`config.mk`:
```
export PLATFORM = sky130hd
export DESIGN_NAME = seq_shift_add_multiplier
export DESIGN_NICKNAME = d
export VERILOG_FILES = /design/src/rtl/seq_shift_add_multiplier_pkg.sv /design/src/rtl/ripple_adder_16.sv /design/src/rtl/ripple_adder_4.sv /design/src/rtl/ripple_adder_8.sv /design/src/rtl/seq_shift_add_multiplier.sv
export SDC_FILE = /design/constraint.sdc
export NUM_CORES = 1
export LEC_CHECK = 0
export CAP_MARGIN = 20
export CORE_MARGIN = 2
export CORE_UTILIZATION = 35
export DETAILED_ROUTE_END_ITERATION = 10
export DONT_BUFFER_PORTS = 1
export PLACE_DENSITY = 0.46
export REMOVE_ABC_BUFFERS = 1
export SLEW_MARGIN = 20
export SYNTH_ARGS = -nofsm -noshare
export SYNTH_HDL_FRONTEND = slang
export SYNTH_SLANG_ARGS = --single-unit
```
`constraint.sdc`:
```
create_clock -name clk -period 9.5 [get_ports clk]
set_input_delay 1.425 -clock clk [delete_from_list [all_inputs] [get_ports clk]]
set_output_delay 1.425 -clock clk [all_outputs]
set_load 0.1 [all_outputs]
```
`src/rtl/seq_shift_add_multiplier_pkg.sv`:
```
// Shared definitions for the sequential shift-and-add multiplier:
// FSM state encoding, default product width and a two's-complement helper.
package seq_shift_add_multiplier_pkg;

  typedef enum logic [1:0] {
    IDLE = 2'd0,
    CALC = 2'd1,
    FIX  = 2'd2,
    DONE = 2'd3
  } state_e;

  localparam int DEFAULT_WIDTH = 16;
  localparam int PROD_W        = 2 * DEFAULT_WIDTH;

  // Widest value the helper handles; callers zero-extend into it and truncate back.
  localparam int MAX_W = 64;

  function automatic logic [MAX_W-1:0] cond_negate(input logic [MAX_W-1:0] val,
                                                   input logic             neg);
    return neg ? (~val + MAX_W'(1)) : val;
  endfunction

endpackage

```
`src/rtl/ripple_adder_16.sv`:
```
// 16-bit ripple-carry adder: two 8-bit stages with the carry rippling between them.
module ripple_adder_16 (
  input  logic [15:0] a,
  input  logic [15:0] b,
  input  logic        cin,
  output logic [15:0] sum,
  output logic        cout
);

  logic carry_mid;

  ripple_adder_8 u_lo (.a(a[7:0]),  .b(b[7:0]),  .cin(cin),       .sum(sum[7:0]),  .cout(carry_mid));
  ripple_adder_8 u_hi (.a(a[15:8]), .b(b[15:8]), .cin(carry_mid), .sum(sum[15:8]), .cout(cout));

endmodule

```
`src/rtl/ripple_adder_4.sv`:
```
// 4-bit ripple-carry adder built from a chain of full-adder cells.
module ripple_adder_4 (
  input  logic [3:0] a,
  input  logic [3:0] b,
  input  logic       cin,
  output logic [3:0] sum,
  output logic       cout
);

  logic [4:0] carry;

  always_comb begin
    carry    = '0;
    sum      = '0;
    carry[0] = cin;
    for (int i = 0; i < 4; i++) begin
      sum[i]       = a[i] ^ b[i] ^ carry[i];
      carry[i + 1] = (a[i] & b[i]) | (carry[i] & (a[i] ^ b[i]));
    end
    cout = carry[4];
  end

endmodule

```
`src/rtl/ripple_adder_8.sv`:
```
// 8-bit ripple-carry adder: two 4-bit stages with the carry rippling between them.
module ripple_adder_8 (
  input  logic [7:0] a,
  input  logic [7:0] b,
  input  logic       cin,
  output logic [7:0] sum,
  output logic       cout
);

  logic carry_mid;

  ripple_adder_4 u_lo (.a(a[3:0]), .b(b[3:0]), .cin(cin),       .sum(sum[3:0]), .cout(carry_mid));
  ripple_adder_4 u_hi (.a(a[7:4]), .b(b[7:4]), .cin(carry_mid), .sum(sum[7:4]), .cout(cout));

endmodule

```
`src/rtl/seq_shift_add_multiplier.sv`:
```
// Radix-2 sequential shift-and-add multiplier: one ripple add per cycle, WIDTH cycles,
// optional sign-magnitude handling, start/ready/done handshake with a held product.
module seq_shift_add_multiplier
  import seq_shift_add_multiplier_pkg::*;
#(
  parameter int WIDTH  = 16,
  parameter bit SIGNED = 1'b0
) (
  input  logic                 clk,
  input  logic                 rst,
  input  logic                 start,
  input  logic [WIDTH-1:0]     in1,
  input  logic [WIDTH-1:0]     in2,
  output logic                 ready,
  output logic                 busy,
  output logic                 done,
  output logic [2*WIDTH-1:0]   product
);

  localparam int PW = 2 * WIDTH;
  localparam int CW = (WIDTH > 1) ? $clog2(WIDTH) : 1;

  state_e           state_q, state_d;
  logic [CW-1:0]    cnt_q, cnt_d;
  logic [WIDTH-1:0] mcand_q, mcand_d;
  logic [WIDTH-1:0] mplr_q, mplr_d;
  logic [WIDTH-1:0] acc_hi_q, acc_hi_d;
  logic             neg_q, neg_d;
  logic [PW-1:0]    product_q, product_d;

  logic [WIDTH-1:0] addend;
  logic [WIDTH-1:0] add_sum;
  logic             add_cout;
  logic [PW-1:0]    res;

  assign addend = mplr_q[0] ? mcand_q : '0;

  if (WIDTH == 16) begin : g_add16
    ripple_adder_16 u_add (
      .a(acc_hi_q), .b(addend), .cin(1'b0), .sum(add_sum), .cout(add_cout)
    );
  end else if (WIDTH % 8 == 0) begin : g_add8
    localparam int N = WIDTH / 8;
    logic [N:0] carry;
    assign carry[0] = 1'b0;
    for (genvar i = 0; i < N; i++) begin : g_slice
      ripple_adder_8 u_add (
        .a(acc_hi_q[8*i +: 8]), .b(addend[8*i +: 8]), .cin(carry[i]),
        .sum(add_sum[8*i +: 8]), .cout(carry[i+1])
      );
    end
    assign add_cout = carry[N];
  end else if (WIDTH % 4 == 0) begin : g_add4
    localparam int N = WIDTH / 4;
    logic [N:0] carry;
    assign carry[0] = 1'b0;
    for (genvar i = 0; i < N; i++) begin : g_slice
      ripple_adder_4 u_add (
        .a(acc_hi_q[4*i +: 4]), .b(addend[4*i +: 4]), .cin(carry[i]),
        .sum(add_sum[4*i +: 4]), .cout(carry[i+1])
      );
    end
    assign add_cout = carry[N];
  end else begin : g_add_beh
    assign {add_cout, add_sum} = {1'b0, acc_hi_q} + {1'b0, addend};
  end

  // NOTE: every variable gets its hold value first, so no branch can leave one
  // unassigned and infer a latch.
  always_comb begin
    state_d   = state_q;
    cnt_d     = cnt_q;
    mcand_d   = mcand_q;
    mplr_d    = mplr_q;
    acc_hi_d  = acc_hi_q;
    neg_d     = neg_q;
    product_d = product_q;
    res       = PW'(cond_negate(MAX_W'({acc_hi_q, mplr_q}), neg_q));

    unique case (state_q)
      IDLE: begin
        if (start) begin
          mcand_d  = WIDTH'(cond_negate(MAX_W'(in1), SIGNED & in1[WIDTH-1]));
          mplr_d   = WIDTH'(cond_negate(MAX_W'(in2), SIGNED & in2[WIDTH-1]));
          neg_d    = SIGNED & (in1[WIDTH-1] ^ in2[WIDTH-1]);
          acc_hi_d = '0;
          cnt_d    = '0;
          state_d  = CALC;
        end
      end
      CALC: begin
        // Carry-out becomes the new MSB of acc_hi; the LSB of the sum shifts into mplr.
        acc_hi_d = {add_cout, add_sum[WIDTH-1:1]};
        mplr_d   = {add_sum[0], mplr_q[WIDTH-1:1]};
        cnt_d    = cnt_q + CW'(1);
        if (cnt_q == CW'(WIDTH - 1)) state_d = FIX;
      end
      FIX: begin
        product_d = res;
        state_d   = DONE;
      end
      DONE:    state_d = IDLE;
      default: state_d = IDLE;
    endcase
  end

  // NOTE: sequential state uses non-blocking assignments only; all registers here are
  // small control/datapath flops, so every one of them is cleared by the async reset.
  always_ff @(posedge clk or posedge rst) begin
    if (rst) begin
      state_q   <= IDLE;
      cnt_q     <= '0;
      mcand_q   <= '0;
      mplr_q    <= '0;
      acc_hi_q  <= '0;
      neg_q     <= 1'b0;
      product_q <= '0;
    end else begin
      state_q   <= state_d;
      cnt_q     <= cnt_d;
      mcand_q   <= mcand_d;
      mplr_q    <= mplr_d;
      acc_hi_q  <= acc_hi_d;
      neg_q     <= neg_d;
      product_q <= product_d;
    end
  end

  assign ready   = (state_q == IDLE);
  assign busy    = (state_q == CALC) || (state_q == FIX);
  assign done    = (state_q == DONE);
  assign product = product_q;

endmodule

```
==> impl_metrics.prom, run 1 <==
# TYPE chip_impl_metric gauge
chip_impl_info{name="outcome",value="completed"} 1
chip_impl_metric{name="cts_made_buffers",unit=""} 9
chip_impl_metric{name="post_cts_resized",unit=""} 0
chip_impl_metric{name="synth_sequential_area_ratio",unit=""} 0.5545
chip_impl_metric{name="netlist-cell-type-count",unit=""} 23
chip_impl_info{name="min_delay_worst_endpoint",value="mcand_q[1]$_DFFE_PP0P_"} 1
chip_impl_info{name="cp_top_family",value="adder cells"} 1
chip_impl_metric{name="avgRoutedWirePerCell",unit="µm"} 15.43
chip_impl_metric{name="setup-violations-final",unit=""} 0
chip_impl_metric{name="nNetsFinal",unit=""} 366
chip_impl_metric{name="cts_hold_repair.buffers",unit=""} 0
chip_impl_metric{name="yosys_warnings",unit=""} 0
chip_impl_metric{name="drive_above_1_share",unit=""} 0.2254
chip_impl_metric{name="longest_individual_stage_delay_on_the_worst_path",unit="ns"} 0.68
chip_impl_metric{name="via_per_inst",unit=""} 4.745
chip_impl_metric{name="num_antenna_cells",unit=""} 0
chip_impl_metric{name="placed_area",unit="µm²"} 4024
chip_impl_info{name="clock-root-buffer",value="sky130_fd_sc_hd__clkbuf_8"} 1
chip_impl_metric{name="required",unit="ns"} 9.72
chip_impl_metric{name="port-buffer-count",unit=""} 0
chip_impl_metric{name="io-pin-count",unit=""} 70
chip_impl_metric{name="clk_pin_slew",unit="ns"} 0.08
chip_impl_metric{name="initial_drc_count",unit=""} 104
chip_impl_metric{name="floorplan_die_area",unit="µm²"} 11950
chip_impl_info{name="path_common_cell",value="sky130_fd_sc_hd__fa_1"} 1
chip_impl_metric{name="floorplan.initialDensity",unit=""} 0.3580
chip_impl_info{name="yosys_most_used_dff",value="sky130_fd_sc_hd__dfrtp_1"} 1
chip_impl_metric{name="core-area",unit="µm²"} 10840
chip_impl_metric{name="grt_pass1_vias",unit=""} 2308
chip_impl_metric{name="vias",unit=""} 2159
chip_impl_info{name="unrepaired_setup_endpoints_after_global_routing",value="no"} 1
chip_impl_metric{name="fillCellCount",unit=""} 1065
chip_impl_info{name="worstSetupEndpointType",value="flip-flop"} 1
chip_impl_metric{name="worstPathBufferInverterCount",unit=""} 3
chip_impl_info{name="critical_path.reg2reg.startpoint",value="mplr_q[0]$_DFFE_PP0P_"} 1
chip_impl_metric{name="ff2ff_setup_slack",unit="ns"} 2.46
chip_impl_info{name="path_class",value="flip-flop to flip-flop"} 1
chip_impl_metric{name="chip_height",unit="µm"} 109.3
chip_impl_metric{name="critical_path.max_fanout",unit=""} 18
chip_impl_metric{name="min_period_over_period",unit=""} 0.7407
chip_impl_metric{name="holdPathStages",unit=""} 1
chip_impl_metric{name="synthesis.instances",unit=""} 312
chip_impl_metric{name="tightest_slew",unit="ns"} 0.9599
chip_impl_metric{name="reg2reg_depth",unit=""} 21
chip_impl_metric{name="area_delta_synth_final",unit="%"} 9.091
chip_impl_metric{name="layout.core_utilization",unit=""} 0.3906
chip_impl_info{name="crit_chain",value="and2_1, ha_1, inv_1, fa_1, fa_1, fa_1, fa_1, fa_1, fa_1, fa_1, fa_1, fa_1, fa_1, fa_1, fa_1, fa_1, inv_1, fa_1, inv_1, fa_1, o21ai_0"} 1
chip_impl_metric{name="drv.max_cap_violation_count",unit=""} 0
chip_impl_metric{name="synth_async_sr_flop_share",unit=""} 1.000
chip_impl_metric{name="final.min_clock_period",unit="ns"} 7.037
chip_impl_metric{name="syn-mean-instance-area",unit="µm²"} 12.44
chip_impl_metric{name="number_of_rows_in_the_core_area",unit=""} 38
chip_impl_metric{name="tritoncts_num_sinks",unit=""} 86
chip_impl_metric{name="wl",unit="µm"} 7022
chip_impl_metric{name="ctsLongestPathBuffers",unit=""} 2
chip_impl_metric{name="number_of_antenna_violations_at_the_first_check_in_global_routing",unit=""} 1
chip_impl_metric{name="total_negative_setup_slack",unit="ns"} 0
chip_impl_metric{name="final-seq-area",unit="µm²"} 2152
chip_impl_metric{name="global_route_wire_length_before_repair",unit="µm"} 11630
chip_impl_metric{name="width_of_the_chip",unit="µm"} 109.3
chip_impl_metric{name="post_cts_buffers",unit=""} 0
chip_impl_info{name="crit_path_start",value="mplr_q[0]$_DFFE_PP0P_"} 1
chip_impl_metric{name="synth-edff-count",unit=""} 0
chip_impl_info{name="hold_path_class",value="flip-flop to flip-flop"} 1
chip_impl_metric{name="place_hpwl",unit="µm"} 4575
chip_impl_info{name="min-delay-start",value="mcand_q[1]$_DFFE_PP0P_"} 1
chip_impl_metric{name="worstPathArrival",unit="ns"} 7.25
chip_impl_metric{name="gp_congestion",unit=""} 0.7106
chip_impl_metric{name="gr-usage-all-layers",unit=""} 0.1287
chip_impl_metric{name="maxSlewHeadroom",unit=""} 0.3617
chip_impl_metric{name="final_worst_clock_skew",unit="ns"} 0.01380
chip_impl_metric{name="max_transition_viols_final",unit=""} 0
chip_impl_metric{name="stdcell_area",unit="µm²"} 4234
chip_impl_info{name="startpoint_type",value="flip-flop"} 1
chip_impl_info{name="tritoncts",value="yes"} 1
chip_impl_metric{name="drt_pass1_iterations",unit=""} 4
chip_impl_info{name="worst_path_max_delay_cell",value="sky130_fd_sc_hd__dfrtp_1"} 1
chip_impl_metric{name="flip_flop_and_latch_count_after_synthesis",unit=""} 86
chip_impl_metric{name="grt_max_degree",unit=""} 87
chip_impl_info{name="crit-reg2reg-capture",value="acc_hi_q[14]$_DFFE_PP0P_"} 1
chip_impl_metric{name="ctsHtreeMaxLevel",unit=""} 3
chip_impl_metric{name="fin_hold_viols",unit=""} 0
chip_impl_metric{name="grt_overflow_total",unit=""} 0
chip_impl_metric{name="area_of_the_multi_input_gates",unit="µm²"} 1594
chip_impl_metric{name="achievable-frequency",unit="MHz"} 142.1
chip_impl_metric{name="postRouteAntennaNets",unit=""} 0
chip_impl_metric{name="synthesis.area",unit="µm²"} 3881
chip_impl_metric{name="clkLatencyLatePin",unit="ns"} 0.35
chip_impl_metric{name="drc_errors",unit=""} 0
cell families after synthesis:
group,after synthesis,synth area share
AO/OA/AOI/OAI,38,0.05319
adder cells (fa/ha/maj),21,0.09671
AND/OR/NAND/NOR,64,0.06834
multiplexers,67,0.1886
flip-flops,86,0.5545
buffers and inverters,36,0.03868
worst register-to-register path: cells and delay by family, from the launching register on:
| family | cells | cell delay [ns] |
|---|---|---|
| compound gates | 1 | 0.08 |
| flops | 1 | 0.68 |
| fa+ha+maj | 16 | 5.75 |
| buf+inv | 3 | 0.17 |
| simple gates | 1 | 0.22 |
final cells by class:
class                   count  area share
flip-flops and latches     86      0.5083
clock inverters             4     0.01300
multi-input cells         190      0.3765
repair buffers              3    0.005319
well taps                 140     0.04137
clock buffers              12     0.03664
inverters                  20     0.01891
routing by layer:
layer,share of wire,global-route usage,vias up
met3,0.068,0.04446,10
met1,0.47,0.1620,1064
li1,-,-,1032
met2,0.45,0.2023,51
met5,0.0010,0,-
met4,0.013,0.05425,2
how the worst max path moves through the flow:
| stage | depth (start not counted) | slack (ns) | endpoint |
|---|---|---|---|
| floorplan | 21 | 2.80 | acc_hi_q[14]$_DFFE_PP0P_ |
| global placement | 21 | 2.48 | acc_hi_q[14]$_DFFE_PP0P_ |
| detailed placement | 21 | 2.42 | acc_hi_q[14]$_DFFE_PP0P_ |
| CTS | 21 | 2.41 | acc_hi_q[14]$_DFFE_PP0P_ |
| global route | 21 | 2.13 | acc_hi_q[14]$_DFFE_PP0P_ |
| finish | 21 | 2.46 | acc_hi_q[14]$_DFFE_PP0P_ |
Yosys cell counts (all sizes together) (2+ instances only):
cell	n	area (µm²)
a32o	2	20.02
nand2	51	191.4
mux2i	18	180.2
nand3	3	15.01
fa	15	300.3
nor2	2	7.510
buf	12	60.06
ha	6	75.07
inv	20	75.07
nand3b	2	15.01
mux2	49	551.8
clkbuf	4	15.01
and2	2	12.51
o21ai	33	165.2
dfrtp	86	2152
metrics by stage:
stage / hold slack, ns / std cells / setup slack [ns]
after floorplan: 0.4656 / 296 / 2.800
after global placement: 0.4839 / 439 / 2.476
after detailed placement: 0.4941 / 439 / 2.419
after CTS: 0.5133 / 455 / 2.412
after global routing: 0.5330 / 455 / 2.131
final: 0.5089 / 455 / 2.463
registers in the layout, summed over array words and instances, names as in the netlist:
| register | flops |
|---|---|
| mplr_q | 16 |
| product | 32 |
| state_q | 2 |
| cnt_q | 4 |
| acc_hi_q | 16 |
| mcand_q | 16 |
layout by cell type, fill, tap and decap left out:
master                       count
sky130_fd_sc_hd__clkinv_4        2
sky130_fd_sc_hd__nor2b_1         1
sky130_fd_sc_hd__nand3_1         3
sky130_fd_sc_hd__bufinv_16       1
sky130_fd_sc_hd__clkbuf_1        1
sky130_fd_sc_hd__o21ai_1         1
sky130_fd_sc_hd__clkbuf_8       11
sky130_fd_sc_hd__a31o_2          1
sky130_fd_sc_hd__nand2b_1        1
sky130_fd_sc_hd__nand3b_1        2
sky130_fd_sc_hd__dfrtp_1        86
sky130_fd_sc_hd__inv_1          19
sky130_fd_sc_hd__and2_1          2
sky130_fd_sc_hd__fa_1           15
sky130_fd_sc_hd__o31ai_1         1
sky130_fd_sc_hd__ha_2            1
sky130_fd_sc_hd__mux2i_1        17
sky130_fd_sc_hd__nor3_1          1
sky130_fd_sc_hd__clkinvlp_4      1
sky130_fd_sc_hd__buf_4           3
sky130_fd_sc_hd__inv_6           1
sky130_fd_sc_hd__ha_1            5
sky130_fd_sc_hd__or3_1           1
sky130_fd_sc_hd__mux2i_4         1
sky130_fd_sc_hd__a21oi_1         1
sky130_fd_sc_hd__nand2_1        51
sky130_fd_sc_hd__o21ai_0        32
sky130_fd_sc_hd__a32o_1          2
sky130_fd_sc_hd__mux2_2         49
sky130_fd_sc_hd__nor2_1          2
Power of run 1 is not shown: default switching activity piles up to over one toggle a cycle in this logic, so the estimate is an artifact.
==> run 2: changes to the inputs <==
Settings changed: PLACE_DENSITY 0.46 to 0.48.
Clock period 9.5 ns to 5.87 ns, I/O delays scaled along.
==> run 2 against run 1 <==
Against the previous run: the run now ends with negative setup slack left; global-route usage grew 0.40 points; cell count increased by 1.5%; sequential cell count unchanged; critical path depth unchanged; utilization up 1.1 points.
==> impl_metrics.prom, run 2 (synthesis gave the netlist of run 1 again) <==
# TYPE chip_impl_metric gauge
chip_impl_info{name="outcome",value="finished, violations left"} 1
chip_impl_info{name="violations_in_the_final_reports",value="negative setup slack"} 1
chip_impl_metric{name="core-area",unit="µm²"} 10840
chip_impl_info{name="cp_top_family",value="adder cells"} 1
chip_impl_metric{name="ctsLongestPathBuffers",unit=""} 2
chip_impl_metric{name="drive_above_1_share",unit=""} 0.2981
chip_impl_metric{name="required",unit="ns"} 6.09
chip_impl_metric{name="num_antenna_cells",unit=""} 0
chip_impl_metric{name="setup-violations-final",unit=""} 3
chip_impl_metric{name="achievable-frequency",unit="MHz"} 165.9
chip_impl_info{name="crit_chain",value="and2_4, ha_4, inv_2, fa_2, fa_2, fa_2, fa_2, fa_2, fa_2, fa_2, fa_2, fa_2, fa_2, fa_2, fa_2, fa_2, inv_2, fa_1, inv_1, fa_1, o21ai_1"} 1
chip_impl_metric{name="layout.cells.non_filler",unit=""} 462
chip_impl_metric{name="grt_pass1_vias",unit=""} 2401
chip_impl_info{name="most_frequent_cells_in_the_layout",value="sky130_fd_sc_hd__dfrtp_1, sky130_fd_sc_hd__nand2_1, sky130_fd_sc_hd__mux2_2, sky130_fd_sc_hd__o21ai_0"} 1
chip_impl_metric{name="vias",unit=""} 2230
chip_impl_metric{name="width_of_the_chip",unit="µm"} 109.3
chip_impl_metric{name="fin_hold_viols",unit=""} 0
chip_impl_metric{name="final_worst_clock_skew",unit="ns"} 0.008338
chip_impl_metric{name="clkLatencyLatePin",unit="ns"} 0.35
chip_impl_metric{name="port-buffer-count",unit=""} 0
chip_impl_metric{name="gp_congestion",unit=""} 0.6668
chip_impl_metric{name="drv.max_cap_violation_count",unit=""} 0
chip_impl_metric{name="nNetsFinal",unit=""} 373
chip_impl_metric{name="dp_cell_count",unit=""} 446
chip_impl_info{name="clock-root-buffer",value="sky130_fd_sc_hd__clkbuf_8"} 1
chip_impl_metric{name="max_transition_viols_final",unit=""} 0
chip_impl_metric{name="longest_individual_stage_delay_on_the_worst_path",unit="ns"} 0.47
chip_impl_metric{name="avgRoutedWirePerCell",unit="µm"} 15.89
chip_impl_metric{name="gr-usage-all-layers",unit=""} 0.1327
chip_impl_metric{name="fillCellCount",unit=""} 1052
chip_impl_metric{name="ctsHtreeMaxLevel",unit=""} 3
chip_impl_metric{name="tightest_slew",unit="ns"} 0.9634
chip_impl_info{name="hold_path_class",value="input port to asynchronous set/reset pin"} 1
chip_impl_metric{name="final-seq-area",unit="µm²"} 2152
chip_impl_metric{name="number_of_antenna_violations_at_the_first_check_in_global_routing",unit=""} 1
chip_impl_metric{name="via_per_inst",unit=""} 4.827
chip_impl_info{name="path_common_cell",value="sky130_fd_sc_hd__fa_2"} 1
chip_impl_metric{name="critical_path.max_fanout",unit=""} 2
chip_impl_metric{name="number_of_rows_in_the_core_area",unit=""} 38
chip_impl_metric{name="floorplan_die_area",unit="µm²"} 11950
chip_impl_info{name="layout.cells.most_common",value="sky130_fd_sc_hd__dfrtp_1"} 1
chip_impl_metric{name="wl",unit="µm"} 7343
chip_impl_metric{name="maxSlewHeadroom",unit=""} 0.3593
chip_impl_metric{name="post_cts_buffers",unit=""} 0
chip_impl_metric{name="grt_max_degree",unit=""} 53
chip_impl_metric{name="area_of_the_multi_input_gates",unit="µm²"} 1642
chip_impl_metric{name="tritoncts_num_sinks",unit=""} 86
chip_impl_metric{name="cts_hold_repair.buffers",unit=""} 0
chip_impl_metric{name="cts_made_buffers",unit=""} 9
chip_impl_info{name="unrepaired_setup_endpoints_after_global_routing",value="yes"} 1
chip_impl_metric{name="postRouteAntennaNets",unit=""} 0
chip_impl_metric{name="initial_drc_count",unit=""} 71
chip_impl_info{name="worst_path_max_delay_cell",value="sky130_fd_sc_hd__fa_1"} 1
chip_impl_metric{name="min_period_over_period",unit=""} 1.027
chip_impl_metric{name="worstPathArrival",unit="ns"} 6.25
chip_impl_metric{name="io-pin-count",unit=""} 70
chip_impl_metric{name="clk_pin_slew",unit="ns"} 0.09
chip_impl_metric{name="largest_reg_flops",unit=""} 32
chip_impl_metric{name="floorplan.initialDensity",unit=""} 0.3580
chip_impl_metric{name="final.min_clock_period",unit="ns"} 6.027
chip_impl_info{name="startpoint_type",value="flip-flop"} 1
chip_impl_metric{name="drc_errors",unit=""} 0
chip_impl_metric{name="grt_overflow_total",unit=""} 0
chip_impl_metric{name="final_critical_path_setup_slack",unit="ns"} -0.1571
chip_impl_info{name="worstSetupEndpointType",value="flip-flop"} 1
chip_impl_metric{name="global_route_wire_length_before_repair",unit="µm"} 11850
chip_impl_metric{name="place_hpwl",unit="µm"} 4759
chip_impl_metric{name="drt_pass1_iterations",unit=""} 6
chip_impl_metric{name="chip_height",unit="µm"} 109.3
chip_impl_info{name="tritoncts",value="yes"} 1
chip_impl_metric{name="worstPathBufferInverterCount",unit=""} 3
chip_impl_metric{name="area_delta_synth_final",unit="%"} 12.25
chip_impl_info{name="path_class",value="flip-flop to flip-flop"} 1
==> run 2: cell types whose count changed in the layout (fill, tap and decap cells not counted), moves of 2 or more <==
cell	delta
sky130_fd_sc_hd__clkinv_4	-2
sky130_fd_sc_hd__o21ai_1	+2
sky130_fd_sc_hd__o21ai_0	-2
sky130_fd_sc_hd__buf_4	+7
sky130_fd_sc_hd__clkinv_2	+4
sky130_fd_sc_hd__bufinv_16	+2
sky130_fd_sc_hd__fa_2	+13
sky130_fd_sc_hd__clkbuf_8	-2
sky130_fd_sc_hd__inv_1	-2
sky130_fd_sc_hd__fa_1	-13
sky130_fd_sc_hd__inv_2	+2
==> run 2: worst paths after layout <==
path,start,to,slack [ns],cells past startpoint
min reg2reg,mplr_q[10]$_DFFE_PP0P_,mplr_q[10]$_DFFE_PP0P_,0.51,2
max in group asynchronous,rst,product[7]$_DFFE_PP0P_,4.32,2
max reg2reg,mcand_q[0]$_DFFE_PP0P_,acc_hi_q[14]$_DFFE_PP0P_,-0.16,21
min,rst,mplr_q[8]$_DFFE_PP0P_,0.51,1
min in group clk,mplr_q[10]$_DFFE_PP0P_,mplr_q[10]$_DFFE_PP0P_,0.51,2
max,mcand_q[0]$_DFFE_PP0P_,acc_hi_q[14]$_DFFE_PP0P_,-0.16,21
==> run 2: metal layers <==
layer / up-vias / global-route usage / wire (µm)
met5: - / 0 / 13
met4: 2 / 0.05154 / 99
met3: 11 / 0.05039 / 549
met2: 53 / 0.2169 / 3423
met1: 1109 / 0.1588 / 3257
li1: 1055 / - / -
==> run 2: layout make-up <==
cell class              count  share of cell area
inverters                  20             0.01752
multi-input cells         190              0.3768
flip-flops and latches     86              0.4940
clock buffers               9             0.02843
clock inverters             7             0.02585
repair buffers             10             0.01723
well taps                 140             0.04021
==> run 2: metrics by stage <==
stage          setup TNS (ns)  hold slack (ns)  setup WS [ns]    util  cell area [µm²]
2_1_floorplan          -2.508           0.4656        -0.8303       -             3806
3_3_place_gp           -2.056           0.4881        -0.7307  0.3757             4073
3_5_place_dp           -2.206           0.4939        -0.7591  0.3757             4073
4_1_cts               -0.3370           0.5146        -0.1989  0.4005             4342
5_1_grt               -0.8625           0.5296        -0.3564  0.4019             4357
6_report              -0.2777           0.5089        -0.1571  0.4019             4357
==> run 2: what timing repair did <==
action | 4_1_cts | 5_1_grt
pin swaps | 1 | 1
setup endpoints to repair | 4 | 3
resized for setup | 15 | 5
==> run 2: worst reg2reg max path: stages (launching register included) <==
cell	delay (ns)
sky130_fd_sc_hd__dfrtp_1	0.35
sky130_fd_sc_hd__and2_4	0.15
sky130_fd_sc_hd__ha_4	0.12
sky130_fd_sc_hd__inv_2	0.03
sky130_fd_sc_hd__fa_2	0.33
sky130_fd_sc_hd__fa_2	0.34
sky130_fd_sc_hd__fa_2	0.34
sky130_fd_sc_hd__fa_2	0.34
sky130_fd_sc_hd__fa_2	0.34
sky130_fd_sc_hd__fa_2	0.34
sky130_fd_sc_hd__fa_2	0.35
sky130_fd_sc_hd__fa_2	0.35
sky130_fd_sc_hd__fa_2	0.34
sky130_fd_sc_hd__fa_2	0.35
sky130_fd_sc_hd__fa_2	0.35
sky130_fd_sc_hd__fa_2	0.35
sky130_fd_sc_hd__fa_2	0.34
sky130_fd_sc_hd__inv_2	0.06
sky130_fd_sc_hd__fa_1	0.15
sky130_fd_sc_hd__inv_1	0.05
sky130_fd_sc_hd__fa_1	0.47
sky130_fd_sc_hd__o21ai_1	0.06
Power of run 2 is left out for the same reason.
==> run 3: changes to the inputs <==
Settings changed: CORE_UTILIZATION 35 to 30, PLACE_DENSITY 0.48 to 0.42.
==> run 3 against run 2 <==
Against the previous run: first-iteration DRC count grew 17%; clock-buffer cell count up 3; the flow still finishes with violations (negative setup slack); sequential cell count unchanged; largest cell class unchanged; clock skew fell by 0.0020 ns; critical endpoint unchanged; routed wire length rose by 5.0%; register-to-register slack about the same; utilization is 4.8 points lower.
==> impl_metrics.prom, run 3 (synthesis gave the netlist of run 1 again) <==
# TYPE chip_impl_metric gauge
chip_impl_info{name="outcome",value="finished, violations left"} 1
chip_impl_info{name="violations_in_the_final_reports",value="negative setup slack"} 1
chip_impl_metric{name="number_of_rows_in_the_core_area",unit=""} 41
chip_impl_metric{name="min_period_over_period",unit=""} 1.028
chip_impl_metric{name="nNetsFinal",unit=""} 373
chip_impl_metric{name="postRouteAntennaNets",unit=""} 0
chip_impl_metric{name="clkLatencyLatePin",unit="ns"} 0.34
chip_impl_metric{name="io-pin-count",unit=""} 70
chip_impl_metric{name="gr-usage-all-layers",unit=""} 0.1206
chip_impl_metric{name="drc_errors",unit=""} 0
chip_impl_metric{name="initial_drc_count",unit=""} 83
chip_impl_metric{name="via_per_inst",unit=""} 4.438
chip_impl_info{name="worstSetupEndpointType",value="flip-flop"} 1
chip_impl_info{name="layout.cells.most_common",value="sky130_fd_sc_hd__dfrtp_1"} 1
chip_impl_metric{name="final_worst_clock_skew",unit="ns"} 0.006343
chip_impl_metric{name="grt_overflow_total",unit=""} 0
chip_impl_metric{name="maxSlewHeadroom",unit=""} 0.3605
chip_impl_info{name="most_frequent_cells_in_the_layout",value="sky130_fd_sc_hd__dfrtp_1, sky130_fd_sc_hd__nand2_1, sky130_fd_sc_hd__mux2_2, sky130_fd_sc_hd__o21ai_0"} 1
chip_impl_info{name="path_common_cell",value="sky130_fd_sc_hd__fa_2"} 1
chip_impl_metric{name="post_cts_buffers",unit=""} 0
chip_impl_metric{name="floorplan.initialDensity",unit=""} 0.3076
chip_impl_metric{name="grt_pass1_vias",unit=""} 2357
chip_impl_metric{name="worstPathArrival",unit="ns"} 6.25
chip_impl_info{name="worst_path_max_delay_cell",value="sky130_fd_sc_hd__fa_1"} 1
chip_impl_metric{name="vias",unit=""} 2197
chip_impl_metric{name="floorplan_die_area",unit="µm²"} 13860
chip_impl_info{name="crit_chain",value="and2_4, ha_4, inv_2, fa_2, fa_2, fa_2, fa_2, fa_2, fa_2, fa_2, fa_2, fa_2, fa_2, fa_2, fa_2, fa_2, inv_2, fa_1, inv_1, fa_1, o21ai_1"} 1
chip_impl_metric{name="final.min_clock_period",unit="ns"} 6.035
chip_impl_metric{name="tritoncts_num_sinks",unit=""} 86
chip_impl_metric{name="number_of_antenna_violations_at_the_first_check_in_global_routing",unit=""} 2
chip_impl_metric{name="achievable-frequency",unit="MHz"} 165.7
chip_impl_metric{name="setup-violations-final",unit=""} 3
chip_impl_metric{name="cts_made_buffers",unit=""} 9
chip_impl_metric{name="final_critical_path_setup_slack",unit="ns"} -0.1654
chip_impl_info{name="clock-root-buffer",value="sky130_fd_sc_hd__clkbuf_16"} 1
chip_impl_metric{name="fin_hold_viols",unit=""} 0
chip_impl_metric{name="largest_reg_flops",unit=""} 32
chip_impl_metric{name="ctsHtreeMaxLevel",unit=""} 3
chip_impl_metric{name="total_negative_setup_slack",unit="ns"} -0.2825
chip_impl_info{name="unrepaired_setup_endpoints_after_global_routing",value="yes"} 1
chip_impl_metric{name="avgRoutedWirePerCell",unit="µm"} 15.58
chip_impl_metric{name="place_hpwl",unit="µm"} 4947
chip_impl_metric{name="max_transition_viols_final",unit=""} 0
chip_impl_metric{name="tightest_slew",unit="ns"} 0.9617
chip_impl_metric{name="ctsLongestPathBuffers",unit=""} 2
chip_impl_info{name="path_class",value="flip-flop to flip-flop"} 1
chip_impl_metric{name="drt_pass1_iterations",unit=""} 4
chip_impl_metric{name="drive_above_1_share",unit=""} 0.2950
chip_impl_metric{name="critical_path.max_fanout",unit=""} 2
chip_impl_metric{name="core-area",unit="µm²"} 12620
chip_impl_info{name="startpoint_type",value="flip-flop"} 1
chip_impl_metric{name="width_of_the_chip",unit="µm"} 117.7
chip_impl_metric{name="longest_individual_stage_delay_on_the_worst_path",unit="ns"} 0.47
chip_impl_metric{name="drv.max_cap_violation_count",unit=""} 0
chip_impl_metric{name="clk_pin_slew",unit="ns"} 0.06
chip_impl_metric{name="worstPathBufferInverterCount",unit=""} 3
chip_impl_info{name="tritoncts",value="yes"} 1
chip_impl_metric{name="global_route_wire_length_before_repair",unit="µm"} 12720
chip_impl_metric{name="port-buffer-count",unit=""} 0
chip_impl_metric{name="grt_max_degree",unit=""} 53
chip_impl_info{name="cp_top_family",value="adder cells"} 1
chip_impl_metric{name="required",unit="ns"} 6.08
chip_impl_info{name="hold_path_class",value="input port to asynchronous set/reset pin"} 1
chip_impl_metric{name="wl",unit="µm"} 7713
chip_impl_metric{name="cts_hold_repair.buffers",unit=""} 0
chip_impl_metric{name="area_delta_synth_final",unit="%"} 15.05
chip_impl_metric{name="chip_height",unit="µm"} 117.7
chip_impl_metric{name="gp_congestion",unit=""} 0.6969
run 3: per-stage QoR:
step / utilization / std cells / hold WS [ns] / setup WS, ns / area [µm²]
detailed placement: 0.3260 / 478 / 0.4957 / -0.8035 / 4114
global route: 0.3537 / 494 / 0.4854 / -0.3373 / 4463
CTS: 0.3525 / 494 / 0.4612 / -0.2099 / 4448
floorplan: - / 296 / 0.4656 / -0.8303 / 3806
global placement: 0.3260 / 478 / 0.4867 / -0.7414 / 4114
finish: 0.3539 / 495 / 0.4504 / -0.1654 / 4466
run 3: per-layer routing:
layer | vias up | GRT usage | routed length, µm
li1 | 1048 | - | -
met1 | 1077 | 0.1456 | 3555
met2 | 64 | 0.1784 | 3369
met3 | 6 | 0.07171 | 698
met4 | 2 | 0.04066 | 78
met5 | - | 0 | 12
run 3: repair_timing:
action / CTS / global route
pin swaps: 1 / 1
resized for setup: 15 / 5
setup endpoints to repair: 4 / 3
run 3: layout make-up:
| type | instances | area (µm²) |
|---|---|---|
| Clock buffer | 12 | 256.5 |
| Tap cell | 172 | 215.2 |
| Fill cell | 1297 | 8154 |
| Sequential cell | 86 | 2152 |
| Antenna cell | 1 | 2.502 |
| Multi-Input combinational cell | 190 | 1642 |
| Timing Repair Buffer | 10 | 75.07 |
| Inverter | 20 | 77.57 |
| Clock inverter | 4 | 45.04 |
run 3: worst paths after layout:
path	startpoint	endpoint	slack, ns	cells after the start
setup / recovery	mcand_q[0]$_DFFE_PP0P_	acc_hi_q[14]$_DFFE_PP0P_	-0.17	21
hold / removal	rst	product[2]$_DFFE_PP0P_	0.45	1
setup reg to reg	mcand_q[0]$_DFFE_PP0P_	acc_hi_q[14]$_DFFE_PP0P_	-0.17	21
hold reg to reg	mplr_q[7]$_DFFE_PP0P_	mplr_q[7]$_DFFE_PP0P_	0.51	2
max in group asynchronous	rst	mplr_q[6]$_DFFE_PP0P_	4.41	2
min in group clk	mplr_q[7]$_DFFE_PP0P_	mplr_q[7]$_DFFE_PP0P_	0.51	2
Power of run 3 is left out for the same reason.
